===== src/rtl/spin_sweep_engine_if.sv =====
// Port bundle for spin_sweep_engine: run control, spin vectors, the
// weight-row fetch handshake and the run results.
interface spin_sweep_engine_if #(
  parameter int NUM_SPIN     = 60,
  parameter int WORD_WIDTH   = 4,
  parameter int MAX_SWEEPS   = 8,
  parameter int ENERGY_WIDTH = 20
);
  localparam int AW = (NUM_SPIN > 1) ? $clog2(NUM_SPIN) : 1;
  localparam int SW = $clog2(MAX_SWEEPS + 1);

  logic                             start;
  logic                             bypass;
  logic                             stop;
  logic [NUM_SPIN-1:0]              spins_in;
  logic                             row_req;
  logic [AW-1:0]                    row_addr;
  logic                             row_valid;
  logic [WORD_WIDTH*NUM_SPIN-1:0]   row_weight;
  logic [WORD_WIDTH*NUM_SPIN-1:0]   col_weight;
  logic                             busy;
  logic                             done;
  logic [NUM_SPIN-1:0]              spins_out;
  logic [ENERGY_WIDTH-1:0]          energy_out;
  logic [15:0]                      flip_count;
  logic [SW-1:0]                    sweeps_done;

  modport master (
    output start, bypass, stop, spins_in, row_valid, row_weight, col_weight,
    input  row_req, row_addr, busy, done, spins_out, energy_out, flip_count, sweeps_done
  );

  modport slave (
    input  start, bypass, stop, spins_in, row_valid, row_weight, col_weight,
    output row_req, row_addr, busy, done, spins_out, energy_out, flip_count, sweeps_done
  );
endinterface


===== src/rtl/spin_sweep_engine.sv =====
// Greedy Gauss-Seidel spin sweeps followed by one energy pass; weights arrive
// one row (plus matching column) per fetch and are reduced CHUNK terms per cycle.
module spin_sweep_engine #(
  parameter int NUM_SPIN     = 60,
  parameter int WORD_WIDTH   = 4,
  parameter int CHUNK        = 30,
  parameter int MAX_SWEEPS   = 8,
  parameter int ENERGY_WIDTH = 20
) (
  input  logic               clk,
  input  logic               reset,
  spin_sweep_engine_if.slave io
);
  localparam int CHUNKS = NUM_SPIN / CHUNK;
  localparam int AW     = (NUM_SPIN > 1) ? $clog2(NUM_SPIN) : 1;
  localparam int SW     = $clog2(MAX_SWEEPS + 1);
  localparam int CW     = (CHUNKS > 1) ? $clog2(CHUNKS) : 1;
  localparam int PW     = WORD_WIDTH + 1;
  localparam int HW     = WORD_WIDTH + 1 + $clog2(NUM_SPIN);

  typedef enum logic [2:0] {S_IDLE, S_FETCH, S_ACC, S_UPDATE, S_EACC, S_DONE} state_t;

  state_t                   r_state, w_state_next;
  logic                     r_mode_energy;
  logic [AW-1:0]            r_row;
  logic [CW-1:0]            r_chunk;
  logic [NUM_SPIN-1:0]      r_spins;
  logic signed [HW-1:0]     r_field;
  logic                     r_sweep_flipped;
  logic [15:0]              r_flip_count;
  logic [SW-1:0]            r_sweeps;
  logic signed [ENERGY_WIDTH-1:0] r_energy;

  logic signed [HW-1:0]     w_term [NUM_SPIN];
  logic signed [HW-1:0]     w_part [CHUNKS];
  logic signed [HW-1:0]     w_chunk_sum, w_e_term;
  logic signed [ENERGY_WIDTH-1:0] w_e_ext;
  logic                     w_new_bit, w_old_bit, w_flip, w_last_row, w_last_chunk;
  logic                     w_any_flip, w_to_energy;
  logic [SW-1:0]            w_sweeps_inc;
  logic                     w_busy, w_done, w_row_req;

  // Per spin: latch Jr+Jc (diagonal masked) on the fetch, then apply sigma_j.
  genvar gi;
  for (gi = 0; gi < NUM_SPIN; gi++) begin : g_spin
    logic signed [WORD_WIDTH-1:0] w_jr, w_jc;
    logic signed [PW-1:0]         w_pair, r_wsum;
    logic signed [HW-1:0]         w_wext;
    assign w_jr   = io.row_weight[gi*WORD_WIDTH +: WORD_WIDTH];
    assign w_jc   = io.col_weight[gi*WORD_WIDTH +: WORD_WIDTH];
    assign w_pair = (r_row == AW'(gi)) ? '0
                  : ({w_jr[WORD_WIDTH-1], w_jr} + {w_jc[WORD_WIDTH-1], w_jc});
    always_ff @(posedge clk) begin
      if (r_state == S_FETCH && io.row_valid) r_wsum <= w_pair;
    end
    assign w_wext     = {{(HW-PW){r_wsum[PW-1]}}, r_wsum};
    assign w_term[gi] = r_spins[gi] ? -w_wext : w_wext;
  end

  for (gi = 0; gi < CHUNKS; gi++) begin : g_chunk
    logic signed [HW-1:0] w_acc;
    always_comb begin
      w_acc = '0;
      for (int c = 0; c < CHUNK; c++) w_acc = w_acc + w_term[gi*CHUNK + c];
    end
    assign w_part[gi] = w_acc;
  end

  assign w_chunk_sum  = w_part[r_chunk];
  assign w_last_chunk = (r_chunk == CW'(CHUNKS - 1));
  assign w_last_row   = (r_row == AW'(NUM_SPIN - 1));
  assign w_old_bit    = r_spins[r_row];
  assign w_new_bit    = ~r_field[HW-1];
  assign w_flip       = (w_new_bit != w_old_bit);
  assign w_any_flip   = r_sweep_flipped | w_flip;
  assign w_sweeps_inc = r_sweeps + 1'b1;
  // stop ends the sweep phase right after this row's write, even mid-sweep.
  assign w_to_energy  = io.stop |
                        (w_last_row & (~w_any_flip | (w_sweeps_inc == SW'(MAX_SWEEPS))));
  assign w_e_term     = w_old_bit ? -r_field : r_field;
  assign w_e_ext      = {{(ENERGY_WIDTH-HW){w_e_term[HW-1]}}, w_e_term};

  always_ff @(posedge clk) begin
    if (reset) r_state <= S_IDLE;
    else       r_state <= w_state_next;
  end

  always_comb begin
    w_state_next = r_state;
    case (r_state)
      S_IDLE:   if (io.start) w_state_next = S_FETCH;
      S_FETCH:  if (io.row_valid) w_state_next = S_ACC;
      S_ACC:    if (w_last_chunk) w_state_next = r_mode_energy ? S_EACC : S_UPDATE;
      S_UPDATE: w_state_next = S_FETCH;
      S_EACC:   w_state_next = w_last_row ? S_DONE : S_FETCH;
      S_DONE:   w_state_next = S_IDLE;
      default:  w_state_next = S_IDLE;
    endcase
  end

  always_comb begin
    w_busy    = (r_state != S_IDLE);
    w_done    = (r_state == S_DONE);
    w_row_req = (r_state == S_FETCH);
  end

  always_ff @(posedge clk) begin
    if (reset) begin
      r_mode_energy   <= 1'b0;
      r_row           <= '0;
      r_chunk         <= '0;
      r_spins         <= '0;
      r_field         <= '0;
      r_sweep_flipped <= 1'b0;
      r_flip_count    <= '0;
      r_sweeps        <= '0;
      r_energy        <= '0;
    end else begin
      case (r_state)
        S_IDLE: if (io.start) begin
          r_spins         <= io.spins_in;
          r_mode_energy   <= io.bypass;
          r_row           <= '0;
          r_sweep_flipped <= 1'b0;
          r_flip_count    <= '0;
          r_sweeps        <= '0;
          r_energy        <= '0;
        end
        S_FETCH: begin
          r_chunk <= '0;
          r_field <= '0;
        end
        S_ACC: begin
          r_field <= r_field + w_chunk_sum;
          r_chunk <= r_chunk + 1'b1;
        end
        S_UPDATE: begin
          r_spins[r_row]  <= w_new_bit;
          r_sweep_flipped <= w_any_flip;
          if (w_flip && r_flip_count != 16'hFFFF) r_flip_count <= r_flip_count + 16'd1;
          if (w_last_row) r_sweeps <= w_sweeps_inc;
          if (w_to_energy) begin
            r_mode_energy <= 1'b1;
            r_row         <= '0;
          end else if (w_last_row) begin
            r_row           <= '0;
            r_sweep_flipped <= 1'b0;
          end else begin
            r_row <= r_row + 1'b1;
          end
        end
        S_EACC: begin
          r_energy <= r_energy + w_e_ext;
          if (!w_last_row) r_row <= r_row + 1'b1;
        end
        default: ;
      endcase
    end
  end

  assign io.busy        = w_busy;
  assign io.done        = w_done;
  assign io.row_req     = w_row_req;
  assign io.row_addr    = r_row;
  assign io.spins_out   = r_spins;
  assign io.energy_out  = r_energy;
  assign io.flip_count  = r_flip_count;
  assign io.sweeps_done = r_sweeps;
endmodule


===== src/flat_wrapper.sv =====
// flat-port wrapper written by rule: the top's interface ports become plain ports
module spin_sweep_engine_flat 
#(
  parameter int NUM_SPIN     = 60,
  parameter int WORD_WIDTH   = 4,
  parameter int CHUNK        = 30,
  parameter int MAX_SWEEPS   = 8,
  parameter int ENERGY_WIDTH = 20
)
  (clk, reset, io_start, io_bypass, io_stop, io_spins_in, io_row_valid, io_row_weight, io_col_weight, io_row_req, io_row_addr, io_busy, io_done, io_spins_out, io_energy_out, io_flip_count, io_sweeps_done);
  spin_sweep_engine_if #(.NUM_SPIN(NUM_SPIN), .WORD_WIDTH(WORD_WIDTH), .MAX_SWEEPS(MAX_SWEEPS), .ENERGY_WIDTH(ENERGY_WIDTH)) io_i ();
  input  logic clk;
  input  logic reset;
  input wire logic [$bits(io_i.start)-1:0] io_start;
  input wire logic [$bits(io_i.bypass)-1:0] io_bypass;
  input wire logic [$bits(io_i.stop)-1:0] io_stop;
  input wire logic [$bits(io_i.spins_in)-1:0] io_spins_in;
  input wire logic [$bits(io_i.row_valid)-1:0] io_row_valid;
  input wire logic [$bits(io_i.row_weight)-1:0] io_row_weight;
  input wire logic [$bits(io_i.col_weight)-1:0] io_col_weight;
  output wire logic [$bits(io_i.row_req)-1:0] io_row_req;
  output wire logic [$bits(io_i.row_addr)-1:0] io_row_addr;
  output wire logic [$bits(io_i.busy)-1:0] io_busy;
  output wire logic [$bits(io_i.done)-1:0] io_done;
  output wire logic [$bits(io_i.spins_out)-1:0] io_spins_out;
  output wire logic [$bits(io_i.energy_out)-1:0] io_energy_out;
  output wire logic [$bits(io_i.flip_count)-1:0] io_flip_count;
  output wire logic [$bits(io_i.sweeps_done)-1:0] io_sweeps_done;
  assign io_i.start = io_start;
  assign io_i.bypass = io_bypass;
  assign io_i.stop = io_stop;
  assign io_i.spins_in = io_spins_in;
  assign io_i.row_valid = io_row_valid;
  assign io_i.row_weight = io_row_weight;
  assign io_i.col_weight = io_col_weight;
  assign io_row_req = io_i.row_req;
  assign io_row_addr = io_i.row_addr;
  assign io_busy = io_i.busy;
  assign io_done = io_i.done;
  assign io_spins_out = io_i.spins_out;
  assign io_energy_out = io_i.energy_out;
  assign io_flip_count = io_i.flip_count;
  assign io_sweeps_done = io_i.sweeps_done;
  spin_sweep_engine #(.NUM_SPIN(NUM_SPIN), .WORD_WIDTH(WORD_WIDTH), .CHUNK(CHUNK), .MAX_SWEEPS(MAX_SWEEPS), .ENERGY_WIDTH(ENERGY_WIDTH)) u_core (.clk(clk), .reset(reset), .io(io_i));
endmodule

===== config.mk =====
export PLATFORM = sky130hd
export DESIGN_NAME = spin_sweep_engine_flat
export DESIGN_NICKNAME = d
export VERILOG_FILES = /design/src/rtl/spin_sweep_engine_if.sv /design/src/rtl/spin_sweep_engine.sv /design/src/flat_wrapper.sv
export SDC_FILE = /design/constraint.sdc
export NUM_CORES = 2
export LEC_CHECK = 0
export CAP_MARGIN = 10
export CORE_MARGIN = 2
export CORE_UTILIZATION = 45
export DETAILED_ROUTE_END_ITERATION = 8
export PLACE_DENSITY = 0.63
export RECOVER_POWER = 25
export SYNTH_ARGS = -nofsm -noshare
export SYNTH_HDL_FRONTEND = slang
export SYNTH_SLANG_ARGS = --single-unit

===== constraint.sdc =====
create_clock -name clk -period 12.41 [get_ports clk]
set_input_delay 2.482 -clock clk [delete_from_list [all_inputs] [get_ports clk]]
set_output_delay 2.482 -clock clk [all_outputs]
set_load 0.005 [all_outputs]

==> Word level (Yosys, flattened, before mapping) <==
Index checks and enable logic that the tools add are counted.
{ "op_classes": {"div": 0, "addsub": 185, "bitwise": 7, "shifts": 0, "n_mux": 99, "n_mul": 0, "n_lt_le_gt_ge": 3, "eq_ne": 74, "n_reduce_logical": 17} }
{ "ops": {"columns": ["operator", "n"], "rows": [
  ["two-way mux 11 bit", 64],
  ["negator 5 -> 11 bit", 60],
  ["adder 11 bit", 59],
  ["adder 4 x 4 -> 5 bit", 60],
  ["equality test 6 bit (second input constant)", 28],
  ["one-hot mux 60 bit (2 select lines)", 1],
  ["equality test 6 x 5 -> 1 bit (second input constant)", 16],
  ["bitwise mux 60 bit", 1],
  ["two-way mux 60 bit", 1],
  ["equality test 6 x 4 -> 1 bit (second input constant)", 8],
  ["one-hot mux 20 bit (2 select lines)", 1],
  ["two-way mux 16 bit", 2],
  ["one-hot mux 16 bit (2 select lines)", 1],
  ["equality test 6 x 3 -> 1 bit (second input constant)", 4],
  ["two-way mux 6 bit", 4],
  ["one-hot mux 11 bit (2 select lines)", 1],
  ["adder 20 x 11 -> 20 bit", 1],
  ["two-way mux 20 bit", 1],
  ["one-hot mux 6 bit (3 select lines)", 1],
  ["adder 16 x 1 -> 16 bit (second input constant)", 1],
  ["inequality test 16 bit (second input constant)", 1],
  ["two-way mux 3 bit", 5],
  ["one-hot mux 3 bit (5 select lines)", 1],
  ["AND reduction 3 bit", 5],
  ["other kinds (32)", 58]
]} }
{ "totals": {"output_inout_bits": 109, "mem_count": 0, "rom_bits": 0, "input_bits": 546, "ff_bits": 423, "wordCells": 455, "ramBits": 0, "latchBits": 0} }

==> Longest topological paths before layout <==
{ "depth": {"word_depth": 36, "depth_mapped": 37, "ltp_nobuf": 37} }

==> Worst setup path before layout <==
OpenSTA, ideal clock, no wires.
{ "synth_timing": {"path_kind": "input to register", "start": "input port io_row_valid", "end": "register u_core.g_spin[0].r_wsum[0], enable pin", "arrival_ns": 9.248, "cell_stages": 1, "path_buffers": 0, "required_ns": 11.710, "setup_slack_ns": 2.462, "setup_time_ns": 0.700, "cell_sequence": "and2_1"} }
{ "synth_via": {"elab_chain_len": 1} }
{ "synth_lines": {"columns": ["item", "line", "text"], "rows": [
  ["start, declared", "flat_wrapper.sv:18", "input wire logic [$bits(io_i.row_valid)-1:0] io_row_valid;"],
  ["logical AND 1 bit", "spin_sweep_engine.sv:54", "if (r_state == S_FETCH && io.row_valid) r_wsum <= w_pair;"],
  ["end signal, assigned", "spin_sweep_engine.sv:54", null],
  ["end, declared", "spin_sweep_engine.sv:47", "logic signed [PW-1:0] w_pair, r_wsum;"]
]} }
No other way between the ends.
A chain may end at the register's enable or synchronous reset.

==> Final worst setup path <==
{ "layout_timing": {"start": "register u_core.g_spin[50].r_wsum[0]", "end": "register u_core.r_field[10]"} }
{ "layout_via": {"elab_chain_len": 17} }
{ "layout_lines": {"columns": ["item", "line", "text"], "rows": [
  ["start, declared", "spin_sweep_engine.sv:47", null],
  ["start signal, assigned", "spin_sweep_engine.sv:54", null],
  ["negator 5 -> 11 bit", "spin_sweep_engine.sv:57", "assign w_term[gi] = r_spins[gi] ? -w_wext : w_wext;"],
  ["two-way mux 11 bit *", "spin_sweep_engine.sv:57", null],
  ["adder 11 bit * (10 in series)", "spin_sweep_engine.sv:64", "for (int c = 0; c < CHUNK; c++) w_acc = w_acc + w_term[gi*CHUNK + c];"],
  ["two-way mux 11 bit (implied by the code) * (3 in series)", "spin_sweep_engine.sv:69", "assign w_chunk_sum = w_part[r_chunk];"],
  ["adder 11 bit *", "spin_sweep_engine.sv:134", "r_field <= r_field + w_chunk_sum;"],
  ["one-hot mux 11 bit (2 select lines) *", "spin_sweep_engine.sv:119", "case (r_state)"],
  ["end signal, assigned", "spin_sweep_engine.sv:134", null],
  ["end, declared", "spin_sweep_engine.sv:28", "logic signed [HW-1:0] r_field;"]
]} }
Every way passes the cells marked *; elsewhere a longest branch is shown, timed or not. The select of a mux whose other input is x is not followed.

==> run metrics <==
status finished, violations left; failing checks capacitance limit, slew limit; DRT Pass-1 Iters 5; initial core utilization 45.3%; RSZ-0062 raised after global routing false; post-cts sizing count 0; CP max-delay cell fa_1; worst-path fanout max 4; Routed Antenna Nets 0; cell count after synthesis 5,050; Clock H-tree levels 2; final hold vios 0; Crit. End Element flip-flop; core area 107,000 µm²; part of the cycle the worst path needs 71.1%; number of hold buffers added after cts 0; Placer Congestion 0.947; synth warn 0; first-pass GRT wire length 237 mm; Initial DRC Count 2,762; Avg WL per Cell 22.2 µm; Vias 38,134; fin crit period 8.83 ns; Fin Setup TNS 0 ns; Total Wirelength 158 mm; num ports 655; clock skew 0.0208 ns; CP startpoint kind flip-flop; clock root cell clkbuf_16; CP peak stage delay 0.55 ns; Min Hold Slack 0.500 ns; Die Width 332 µm; top cell type's share of synthesized area 23.7%; antenna violations before repair 18; CTS Buffer Depth 3; area leader, netlist fa_1; FFs w/ async S/R, synth 0%; Max Clock Freq 113 MHz; Setup CP Type flip-flop to flip-flop; worst hold path class flip-flop to flip-flop; synth cell count leaders 969 x inv_1, 572 x fa_1, 446 x ha_1, 406 x nor2_1, 300 x edfxtp_1; Cell variety after synth 73; top_reg_cell synth edfxtp_1; fin. max-slew vios 107; Slew HR -53.3%; Final nets 7,246; Least-Margin Pin Slew 2.30 ns; DR DRC count 0; CP required 12.89 ns; Core Rows 120; Avg Vias per Cell 5.35; most common cell in the synthesized netlist inv_1; critical path arrival 9.31 ns; Worst path most repeated cell fa_1; area growth from synthesis to layout 20.3%; grt total ovfl 0; share of cells above drive strength 1 2.46%; clock-pin slew on the worst setup and hold paths 0.06 ns; largest net degree at the start of global routing 84; register area share after synthesis 23.7%; Total GRT Usage 28.7%; Sink Count 423; post-CTS setup buffer count 0; Syn Area/Cell 9.57 µm²; DP HPWL 133 mm; vias in the first global route 38,824; number of flops mapped to enable cells by yosys 300; die area 110,000 µm²; input/output buffers 654; synthesized cell area 48,300 µm²; Synth area leaders fa_1 24%, edfxtp_1 19%, ha_1 12%; TritonCTS buffer count 51; setup violators final 0; Fill cells 9,591; number of max-cap violations 3; Die H 332 µm; CTS tree done; syn nets 6,614; #FFs+latches synth 423; clock latency at the later pin of the worst-skew pair 0.64 ns
==> final timing paths <==
check | from | end | slack [ns] | cells past startpoint
setup reg to reg | u_core.g_spin[50].r_wsum[0]$_SDFFCE_PN0P_ | u_core.r_field[10]$_SDFFE_PP0P_ | 3.58 | 35
hold reg to reg | u_core.io.flip_count[11]$_SDFFE_PP0P_ | u_core.io.flip_count[11]$_SDFFE_PP0P_ | 0.50 | 2
hold / removal | u_core.io.flip_count[11]$_SDFFE_PP0P_ | u_core.io.flip_count[11]$_SDFFE_PP0P_ | 0.50 | 2
setup / recovery | u_core.g_spin[50].r_wsum[0]$_SDFFCE_PN0P_ | u_core.r_field[10]$_SDFFE_PP0P_ | 3.58 | 35
==> area by class of cell <==
type / count / area [µm²] / share of cell area, %
inverter: 970 / 3640 / 6.26
tap: 1403 / 1760 / 3.02
timing repair buffer: 678 / 6720 / 11.6
multi-input combinational: 3558 / 32900 / 56.6
antenna: 8 / 20.0 / 0.0344
clock inverter: 33 / 324 / 0.557
sequential: 423 / 11500 / 19.7
clock buffer: 61 / 1340 / 2.30
==> cells in the final DEF (no fill, tap or decap), drive strengths merged, types with 67 or more instances in the layout <==
cell type / instances
a211oi: 121
a21o: 82
a21oi: 262
clkdlybuf4s50: 640
dfxtp: 123
edfxtp: 300
fa: 572
ha: 446
inv: 972
mux2i: 67
nand2: 223
nand2b: 127
nor2: 406
nor2b: 186
nor3: 121
o21ai: 199
o31ai: 67
xnor2: 214
xor2: 108
==> registers in the layout (all words and copies together) (netlist names) <==
name	flops
u_core.io.energy_out	20
u_core.io.row_addr	6
u_core.r_chunk	1
u_core.io.sweeps_done	4
u_core.r_mode_energy	1
u_core.r_field	11
u_core.r_state	3
u_core.io.spins_out	60
u_core.io.flip_count	16
u_core.g_spin.r_wsum	300
u_core.r_sweep_flipped	1
==> critical path, delay by kind of cell, from the launching register on <==
kind            cells  cell delay, ns
flops               1            0.45
xor+xnor            2            0.33
fa+ha+maj          12            5.24
buf+inv             6            0.40
compound gates     11            1.56
simple gates        4            0.68
==> per-layer routing <==
layer  global-route usage, %  part of all wire [%]  wire length (µm)  up-vias
li1                        -                     -                 -    17930
met5                       0                  0.11               167        -
met2                    44.7                    45             70400     1297
met3                    7.09                   8.4             13300      222
met4                    9.27                   3.3              5150       28
met1                    39.2                    44             69200    18657
==> stage by stage <==
| stage | cells | cell area, µm² | util [%] | setup WS (ns) |
|---|---|---|---|---|
| detailed placement | 7032 | 56500 | 52.9 | 3.65 |
| finish | 7134 | 58100 | 54.5 | 3.58 |
| CTS | 7126 | 58100 | 54.5 | 3.64 |
| floorplan | 5050 | 48300 | - | 2.46 |
| global route | 7129 | 58100 | 54.5 | 2.98 |
| global placement | 7032 | 56500 | 52.9 | 3.71 |
==> cell families after synthesis <==
kind of cell	count (synthesis)	share of synthesized area, %
compound gates	882	11.5
xor+xnor	337	6.53
fa+ha+maj	1018	35.2
buf+inv	1069	8.36
flops	423	23.7
mux	83	2.05
simple gates	1238	12.6
Power is not shown: default switching activity piles up to over one toggle a cycle in this logic, so the estimate is an artifact.
